## config.mk

```make
export PLATFORM = sky130hd
export DESIGN_NAME = tff_counter
export DESIGN_NICKNAME = d
export VERILOG_FILES = /design/src/rtl/tff_counter_pkg.sv /design/src/rtl/tff_counter_cell.sv /design/src/rtl/tff_counter.sv
export SDC_FILE = /design/constraint.sdc
export NUM_CORES = 1
export LEC_CHECK = 0
export CAP_MARGIN = 20
export CORE_UTILIZATION = 35
export DETAILED_ROUTE_END_ITERATION = 12
export GPL_ROUTABILITY_DRIVEN = 0
export HOLD_SLACK_MARGIN = 0.12
export PLACE_DENSITY = 0.67
export SLEW_MARGIN = 20
export SYNTH_ARGS = -nofsm -noshare
export SYNTH_HDL_FRONTEND = slang
export SYNTH_SLANG_ARGS = --single-unit
```

## constraint.sdc

```tcl
create_clock -name clk -period 2.8 [get_ports clk]
set_clock_uncertainty 0.15 [all_clocks]
set_input_delay 0.84 -clock clk [delete_from_list [all_inputs] [get_ports clk]]
set_output_delay 0.84 -clock clk [all_outputs]
set_load 0.03 [all_outputs]
```

## src/rtl/tff_counter_pkg.sv

```systemverilog
// Shared constants and the parameter-legality check for the toggle-flop counter.
package tff_counter_pkg;

   // Boundary behaviour selectors for the SATURATE parameter.
   localparam int MODE_WRAP = 0;
   localparam int MODE_SAT  = 1;

   // Returns 1 when the parameter combination is legal:
   // width 2..32, max_val 1..2**width-1, saturate one of the two modes.
   function automatic bit params_legal(input int width,
                                       input int unsigned max_val,
                                       input int saturate);
      longint unsigned limit;
      if (width < 2 || width > 32) return 1'b0;
      limit = (64'd1 << width) - 64'd1;
      if (max_val < 1) return 1'b0;
      if (64'(max_val) > limit) return 1'b0;
      if (saturate != MODE_WRAP && saturate != MODE_SAT) return 1'b0;
      return 1'b1;
   endfunction

endpackage

```

## src/rtl/tff_counter_cell.sv

```systemverilog
// One-bit toggle flop with synchronous active-high reset.
module tff_cell (
   input  logic clk,
   input  logic rst,
   input  logic t,
   output logic q
);

   // Flip the stored bit whenever the toggle enable is high.
   always_ff @(posedge clk) begin
      if (rst)
         q <= 1'b0;
      else if (t)
         q <= ~q;
   end

endmodule

```

## src/rtl/tff_counter.sv

```systemverilog
// Up/down counter built from per-bit toggle flops, with load clamp,
// wrap or saturate at the bound, a terminal-count pulse and a sticky
// overflow flag.
module tff_counter
   import tff_counter_pkg::*;
#(
   parameter int          WIDTH    = 8,
   parameter int unsigned MAX_VAL  = (2**WIDTH) - 1,
   parameter int          SATURATE = 0
) (
   input  logic             clk,
   input  logic             rst,
   input  logic             en,
   input  logic             up,
   input  logic             clr,
   input  logic             load,
   input  logic [WIDTH-1:0] din,
   input  logic             ovf_clr,
   output logic [WIDTH-1:0] q,
   output logic [WIDTH-1:0] qb,
   output logic             tc,
   output logic             ovf
);

   // An illegal MAX_VAL falls back to the full binary range so the
   // datapath stays well defined.
   localparam bit               PARAMS_OK = params_legal(WIDTH, MAX_VAL, SATURATE);
   localparam logic [WIDTH-1:0] MAX_Q     = PARAMS_OK ? MAX_VAL[WIDTH-1:0] : {WIDTH{1'b1}};
   localparam logic [WIDTH-1:0] ONE       = {{(WIDTH-1){1'b0}}, 1'b1};
   localparam bit               SAT_MODE  = (SATURATE == MODE_SAT);

   logic [WIDTH-1:0] q_next;
   logic [WIDTH-1:0] t_vec;
   logic             bnd;

   // Boundary event: an enabled count step that would leave [0, MAX_Q].
   // When MAX_Q is all-ones the wrap values coincide with plain modulo
   // arithmetic, so no special casing is needed.
   always_comb begin
      bnd = en & ~clr & ~load & (up ? (q == MAX_Q) : (q == '0));
   end

   // Next count value in priority order clr > load > en > hold (rst is
   // applied inside the cells and overrides everything).
   always_comb begin
      q_next = q;
      if (clr)
         q_next = '0;
      else if (load)
         q_next = (din > MAX_Q) ? MAX_Q : din;
      else if (en) begin
         if (bnd)
            q_next = SAT_MODE ? q : (up ? '0 : MAX_Q);
         else
            q_next = up ? (q + ONE) : (q - ONE);
      end
   end

   // Each bit toggles exactly when its next value differs from the current one.
   always_comb begin
      t_vec = q_next ^ q;
   end

   genvar i;
   generate
      for (i = 0; i < WIDTH; i++) begin : g_cell
         tff_cell u_cell (
            .clk (clk),
            .rst (rst),
            .t   (t_vec[i]),
            .q   (q[i])
         );
      end
   endgenerate

   assign qb = ~q;

   // tc pulses for the one cycle after each boundary event.
   always_ff @(posedge clk) begin
      if (rst)
         tc <= 1'b0;
      else
         tc <= bnd;
   end

   // Sticky overflow: a boundary event wins over a simultaneous clear.
   always_ff @(posedge clk) begin
      if (rst)
         ovf <= 1'b0;
      else if (bnd)
         ovf <= 1'b1;
      else if (ovf_clr)
         ovf <= 1'b0;
   end

endmodule

```

# Yosys cells after proc, flatten, opt, wreduce, memory -nomap -nowiden
# Cells that the tools add are included.
# word_totals
regBits	10
input_bits	15
output_inout_bits	18
elab_cells	41
# op_classes
addsub	2
magnitude_cmp	1
eq_ne	1
n_mux	10
n_bitwise	15
n_reduce_logical	2
# op_table
operator	count
8-bit 2-to-1 mux	7
1-bit NOT	10
8-bit by 1-bit adder with 8-bit output, second input constant	1
8-bit equality test, second input constant	1
8-bit > comparator, second input constant	1
8-bit zero test	1
8-bit NOT	1
8-bit by 1-bit subtractor with 8-bit output, second input constant	1
8-bit XOR	1
1-bit bitwise AND	3
1-bit 2-to-1 mux	3
2-bit nonzero test	1

# Longest topological paths before layout
# depth
ltp_word	9
depth_mapped	7

# Modules after synthesis
# Synthesis repeated with hierarchy kept, for this count alone.
# hier_totals
cells_unflattened	170
area_unflattened_um2	1208.7
# modules_own_cells
mod	n_inst	cells_per_inst	area_per_inst_um2	seq_area_each_um2
tff_counter	1	146	948.4	40.0
tff_cell	8	3	32.5	20.0

# Worst setup path before layout
# OpenSTA, ideal clock, no wires.
# synth_timing
kind	input to register
from	input up
to	register g_cell[6].u_cell.q
setup_ps	125
arrival_ps	2522
setup_slack_ps	3
stages	7
n_path_buf	0
cell_sequence	inv_1 ha_1 nor2b_4 o31a_1 o211a_1 o31a_1 o41a_1
# synth_via
elab_chain_len	7
word_cells_on_any_way	9
# synth_lines
item	line	text
from (decl)	tff_counter.sv:14	input logic up,
1-bit 2-to-1 mux	tff_counter.sv:40	bnd = en & ~clr & ~load & (up ? (q == MAX_Q) : (q == '0));
1-bit bitwise AND	tff_counter.sv:40	
8-bit 2-to-1 mux *	tff_counter.sv:52	if (bnd)
8-bit 2-to-1 mux *	tff_counter.sv:51	else if (en) begin
8-bit 2-to-1 mux *	tff_counter.sv:49	else if (load)
8-bit 2-to-1 mux *	tff_counter.sv:47	if (clr)
8-bit XOR *	tff_counter.sv:61	t_vec = q_next ^ q;
to (signal assigned)	tff_counter_cell.sv:14	q <= ~q;
to (decl)	tff_counter_cell.sv:6	output logic q
# Mark *: on every way between the ends. The rest lies on a longest branch, timed or not.
# A chain may end at the register's enable or synchronous reset.

# Final worst setup path
# Ends and elaborated chain as after synthesis.

==> reports/metrics.yaml <==
synth:
  syn_nets: 144
  ys_types: 39
  synth_commonest_cells: "16 x inv_1, 12 x a21oi_1, 12 x nor2_1, 10 x dfxtp_1, 8 x buf_4"
  synth_top_cell_area_share: 0.2043
  synth_edf_count: 0
  synth_seq_cells: 10
  yosys_most_used_dff: "dfxtp_1"
  synthTopCellsByArea: "dfxtp_1 20%, ha_1 7.7%, a21oi_1 6.1%, buf_4 6.1%, inv_1 6.1%"
  ys_warn_count: 0
  post-synth-top-count-cell: "inv_1"
  netlist_area_um2: 979.7
  yosysTopAreaCell: "dfxtp_1"
  synthArstFlopShare: 0
  synth_cells: 122
  syn_avg_cell_area_um2: 8.030
  seq_area_frac_synth: 0.2043
die:
  io_pins: 33
  core_area_um2: 2567
  die_y_um: 54.91
  start_util: 0.3816
  die_area_um2: 3015
  die_w_um: 54.91
  row_count: 18
setup_path:
  rrSetupSlack_ns: 0.46
  max_stage_delay_ns: 0.39
  cp.depth: 8
  crit_top_cell: "o31a_1"
  cp_top_family: "compound AO/OA/AOI/OAI gates"
  worstPathCellList: "dlygate4sd2_1 -> inv_2 -> ha_1 -> nor2b_4 -> o31a_1 -> o211a_1 -> o31a_1 -> o41a_1"
  reg2reg_depth: 7
  cp.arrival_ns: 2.74
  crit_buf_inv: 2
  criticalPathCategory: "primary input to register"
  required_ns: 2.81
  crit_path_max_fanout: 4
  crit_path_end_kind: "register"
  r2r_start: "g_cell[0].u_cell.q"
  start_kind: "primary input"
  slowest_stage: "o41a_1"
  r2r-end: "g_cell[6].u_cell.q"
timing:
  fin_crit_ns: 2.727
  max_slew_margin: 0.7773
  finalSetupViolCount: 0
  hold_slack_ns: 0.3376
  final_max_slew_viol_count: 0
  tightestPinTransition_ns: 0.3315
  finalHoldViolCount: 0
  rsz0062_at_grt: "false"
  fmax_mhz: 366.8
  min_period_over_period: 0.9738
  fin_ws_ns: 0.07341
final_layout:
  layout-drive-gt1-share: 0.2156
  diodes: 0
  fin_cells: 197
  areaGrowthSynthToFinish_pct: 48.53
  finalNetCount: 190
  fin_area_um2: 1455
  fill_cells: 251
job:
  drv_cap: 0
clocking:
  clk_pin_slew_ns: 0.07
  postCtsSetupBuffers: 0
  cts-resized-gates: 2
  tritoncts: "built"
  cts_root_buf: "clkbuf_4"
  cts-buffers-inserted: 3
  ctsHoldBuffers: 0
  cts.path.max_buffers: 2
  clock_latency_ns: 0.27
  clock_sinks: 10
  cts_max_level: 1
min_path:
  hp-class: "register to register"
  holdPathEnd: "ovf"
  min_delay_path_depth: 2
  min_from: "ovf"
drt:
  drt_iter0_markers: 12
  remaining_drc_errors: 0
  wl_mm: 2.701
  via_count: 1040
  routed_via_density: 5.279
  first_pass_iters: 4
  routedWlPerCell_um: 13.71
  antenna_left: 0
power_and_ir_drop:
  sequentialPowerShare: 0.326
  finalPower_w: 0.0004912
  p_sw_frac: 0.3257
  p_clk_frac: 0.270
  comb_power_share: 0.404
  ir_worst_vdd_mv: 0.2747
  switchingPower_w: 0.0001600
  p_leak_nw: 0.6578
  cell_internal_pwr_w: 0.0003312
  p_per_area_nw_per_um2: 337.6
placement:
  pre_cts_slack_ns: -0.5162
  dp.cells: 193
  io_buffers: 32
  dp_hpwl_mm: 2.194
  placed_area_um2: 1413
global_routing:
  grt-ovfl-total: 0
  grt_pass1_wl_mm: 4.284
  grt_start_max_net_pins: 19
  antenna_found_initial: 0
  grt_pass1_vias: 1004
  grt_use_total: 0.2009
run_status:
  outcome: "complete, no violations"
per-layer routing:
| layer | share of wire | track usage | routed length [µm] | up-vias |
|---|---|---|---|---|
| met5 | 0 | 0 | 0 | - |
| met4 | 0.0052 | 0.01667 | 14 | 0 |
| li1 | - | - | - | 516 |
| met1 | 0.46 | 0.2529 | 1244 | 491 |
| met3 | 0.056 | 0.05738 | 151 | 2 |
| met2 | 0.48 | 0.3514 | 1290 | 31 |
cells in the final DEF (no fill, tap or decap), types with 2 or more instances in the layout:
cell type	n
a211oi_2	2
buf_4	20
a211oi_1	3
dfxtp_1	10
a221oi_1	2
mux2i_1	3
nor4_1	3
inv_1	15
ha_1	6
o21bai_1	2
nor2_1	12
nor3_1	4
o31a_1	3
clkbuf_4	3
clkdlybuf4s50_1	31
nand2_1	2
a21oi_1	12
o21ai_0	6
nand2b_1	4
nand3_1	2
o311a_1	2
power groups by stage:
| stage | Combinational [W] | Sequential [W] | Clock (W) |
|---|---|---|---|
| detailed placement | 0.000197 | 0.000163 | 0 |
| global placement | 0.000193 | 0.000163 | 0 |
| global route | 0.000217 | 0.000161 | 0.000142 |
| finish | 0.000199 | 0.000160 | 0.000133 |
| CTS | 0.000197 | 0.000160 | 0.000135 |
| floorplan | 0.000117 | 0.000160 | 0 |
worst register-to-register path, delay by kind of cell, from the launching register on:
kind	cells	cell delay, ns
compound gates	3	0.84
flops	1	0.52
fa+ha+maj	1	0.41
simple gates	2	0.18
buf+inv	1	0.14
cell type report:
type	instances	area (µm²)	area share
well taps	30	37.54	0.02580
multi-input cells	84	631.9	0.4342
clock buffers	4	36.28	0.02494
inverters	16	60.06	0.04127
flip-flops and latches	10	200.2	0.1376
repair buffers	53	489.2	0.3362
sequential cells by signal (all words and copies together), names as in the netlist:
name / flops
g_cell.u_cell.q: 8
ovf: 1
tc: 1
how the worst max path moves through the flow:
stage                     slack [ns]  from                 end
after floorplan                0.003    up  g_cell[6].u_cell.q
after global placement         -0.47    up  g_cell[6].u_cell.q
after detailed placement       -0.52    up  g_cell[6].u_cell.q
after CTS                       0.05    up  g_cell[6].u_cell.q
after global routing            0.01    up  g_cell[7].u_cell.q
final                           0.07    up  g_cell[6].u_cell.q
per-stage QoR:
step                TNS (ns)    util
floorplan                  0       -
global placement      -1.581  0.5502
detailed placement    -1.814  0.5502
CTS                        0  0.5638
global route               0  0.5668
finish                     0  0.5668
cell families (layout without fill, tap and decap cells):
logic type | count (synthesis) | after routing | synth area share
adders and majority gates | 7 | 7 | 0.09706
muxes | 4 | 4 | 0.04215
DFF | 10 | 10 | 0.2043
and+or+nand+nor | 34 | 34 | 0.2171
xor gates and xnor gates | 2 | 2 | 0.01788
buffers and inverters | 28 | 73 | 0.1584
AOI/OAI and AO/OA | 37 | 37 | 0.2631
Power figures use the tool's default switching activity.
==> variant: new RTL, config.mk and constraints unchanged <==
Change the parameter `WIDTH` from 8 to 6.
--- a/src/rtl/tff_counter.sv
+++ b/src/rtl/tff_counter.sv
@@ -5,5 +5,5 @@
    import tff_counter_pkg::*;
 #(
-   parameter int          WIDTH    = 8,
+   parameter int          WIDTH    = 6,
    parameter int unsigned MAX_VAL  = (2**WIDTH) - 1,
    parameter int          SATURATE = 0
Ports: changed (resized din, q and qb); port bits go from 33 to 27. No check against the original RTL was run, so the function may have changed too.
==> variant against the original RTL <==
- cell area down 21%
- register-to-register slack better by 0.10 ns
- synthesized cell count down 26%
- utilization up 7.4 points
- wire length down 26%
- via count down 23%
- sequential cell count down 2
- total power down 23%
- combinational power down 19%
- non-clock buffer count down 7
- area after synthesis down 28%
- worst setup slack better by 0.20 ns
- critical path type unchanged
==> variant: results (changes against the original RTL) <==
The slack of the worst reg-to-reg path is 0.56 ns (+0.10 ns). The largest registers in the layout are g_cell.u_cell.q x6, ovf x1, tc x1. The cell at the slowest stage of the critical path is sky130_fd_sc_hd__ha_4. The total number of nets in the final design is 151 (-21%). The number of I/O port buffers came out at 26 (-19%). After synthesis, the cell types taking the most area are sky130_fd_sc_hd__dfxtp_1, sky130_fd_sc_hd__ha_1, sky130_fd_sc_hd__buf_4. The end of the critical path is g_cell[5].u_cell.q. The number of detailed-routing iterations run before antenna repair is 4 (unchanged). The pin count of the biggest net entering global routing is 12 (-7).

The HPWL after detailed placement came out at 1505 um (-31%). Counting instances in the post-synthesis netlist gives the leading cell types as sky130_fd_sc_hd__inv_1, sky130_fd_sc_hd__dfxtp_1, sky130_fd_sc_hd__nor3_1, sky130_fd_sc_hd__o21ai_0. The number of vias per cell after detailed routing is 5.115 (-3.1%).

The flip-flop count of the largest register after layout came out at 6 (-2). The path depth of the worst reg2reg path is 7 (unchanged). The fraction of final layout cells with drive strength greater than 1 came out at 25.95% (+4.4 points).

The arrival time at the worst endpoint is 2.54 ns (-0.20 ns). The highest cell delay on the worst timing path is 0.27 ns (-0.12 ns). The number of design-rule violations left by the first detailed-router iteration is 31 (+19). The flow ran to the end, and the final reports show no timing, DRC or antenna violations. The maximum net fanout on the critical path was 7 (+3). The count of filler cells inserted in the layout is 166 (-34%). The count of different cell masters after synthesis was 33 (-15%). The leakage power of the design is 0.4503 nW (-32%).

The peak ir drop on the vdd network is 0.1642 mV (-40%). The proportion of synthesized chip area in sequential cells is 22.78% (+2.3 points). The wire length of the first global-routing pass is 2987 um (-30%). The slew of the pin with the lowest slew margin is 0.3459 ns (+0.01442 ns). The number of global-route vias before repair came out at 704 (-30%). The post-detailed-routing wire length came out at 1993 um (-26%). The synthesis warning total is 0 (unchanged).

The internal power summed over all cells is 0.2527 mW (-24%).
[variant: layout make-up]
class | instances | area [um2] | share of cell area [%]
Multi-Input combinational cell | 65 | 493.0 | 42.73
Sequential cell | 8 | 160.2 | 13.88
Tap cell | 25 | 31.28 | 2.711
Inverter | 9 | 33.78 | 2.928
Timing Repair Buffer | 46 | 412.9 | 35.79
Clock buffer | 3 | 22.52 | 1.952
[variant: what timing repair did]
action / in CTS / in global routing
resized for setup: 5 / 3
pin swaps: 5 / 1
endpoints found under the setup margin: 2 / 4
buffers inserted: 6 / 0
[variant: cells by family (layout without fill, tap and decap cells)]
kind of cell               count (synthesis)  count (layout)  share of synthesized area (%)
muxes                                      1               1                          1.424
buffers and inverters                     17              58                          12.45
AOI/OAI and AO/OA                         26              26                          26.16
and+or+nand+nor                           31              31                          24.73
xor gates and xnor gates                   2               2                          2.492
DFF                                        8               8                          22.78
adders and majority gates                  5               5                          9.965
[variant: worst min path at each step]
stage,start,end,slack [ns],depth (start not counted)
floorplan,g_cell[3].u_cell.q,g_cell[3].u_cell.q,0.44,2
global placement,ovf,ovf,0.31,2
detailed placement,ovf,ovf,0.34,2
CTS,ovf,ovf,0.35,2
global route,ovf,ovf,0.36,2
finish,ovf,ovf,0.34,2
[variant: power groups by stage]
| stage | combinational, mW | sequential (mW) | clock, mW |
|---|---|---|---|
| 3_5_place_dp | 0.142 | 0.129 | 0 |
| 6_report | 0.162 | 0.127 | 0.0918 |
| 2_1_floorplan | 0.0835 | 0.127 | 0 |
| 4_1_cts | 0.158 | 0.127 | 0.0921 |
| 3_3_place_gp | 0.140 | 0.129 | 0 |
| 5_1_grt | 0.175 | 0.128 | 0.0968 |
[variant: stage by stage]
| stage | hold WS [ns] | instance area (um2) | instances | setup WS (ns) | total power [mW] |
|---|---|---|---|---|---|
| 4_1_cts | 0.3470 | 1139 | 156 | -0.02999 | 0.3770 |
| 3_3_place_gp | 0.3128 | 1046 | 147 | -0.3712 | 0.2684 |
| 2_1_floorplan | 0.4383 | 703.2 | 90 | 0.08937 | 0.2106 |
| 6_report | 0.3433 | 1154 | 156 | 0.2750 | 0.3805 |
| 3_5_place_dp | 0.3426 | 1046 | 147 | -0.4275 | 0.2704 |
| 5_1_grt | 0.3565 | 1154 | 156 | 0.1692 | 0.3994 |
[variant: per-layer routing]
layer,global-route usage [%],vias to the layer above,share of wire (%)
li1,-,411,-
met1,25.23,361,48
met2,33.06,23,47
met3,1.154,3,3.2
met4,9.143,0,1.4
met5,0,-,0
[variant: worst max-delay path, delay by kind of cell]
kind,cells,cell delay (ns)
AO/OA/AOI/OAI,3,0.29
adder cells (fa/ha/maj),1,0.27
buffers and inverters,6,0.74
AND/OR/NAND/NOR,2,0.41
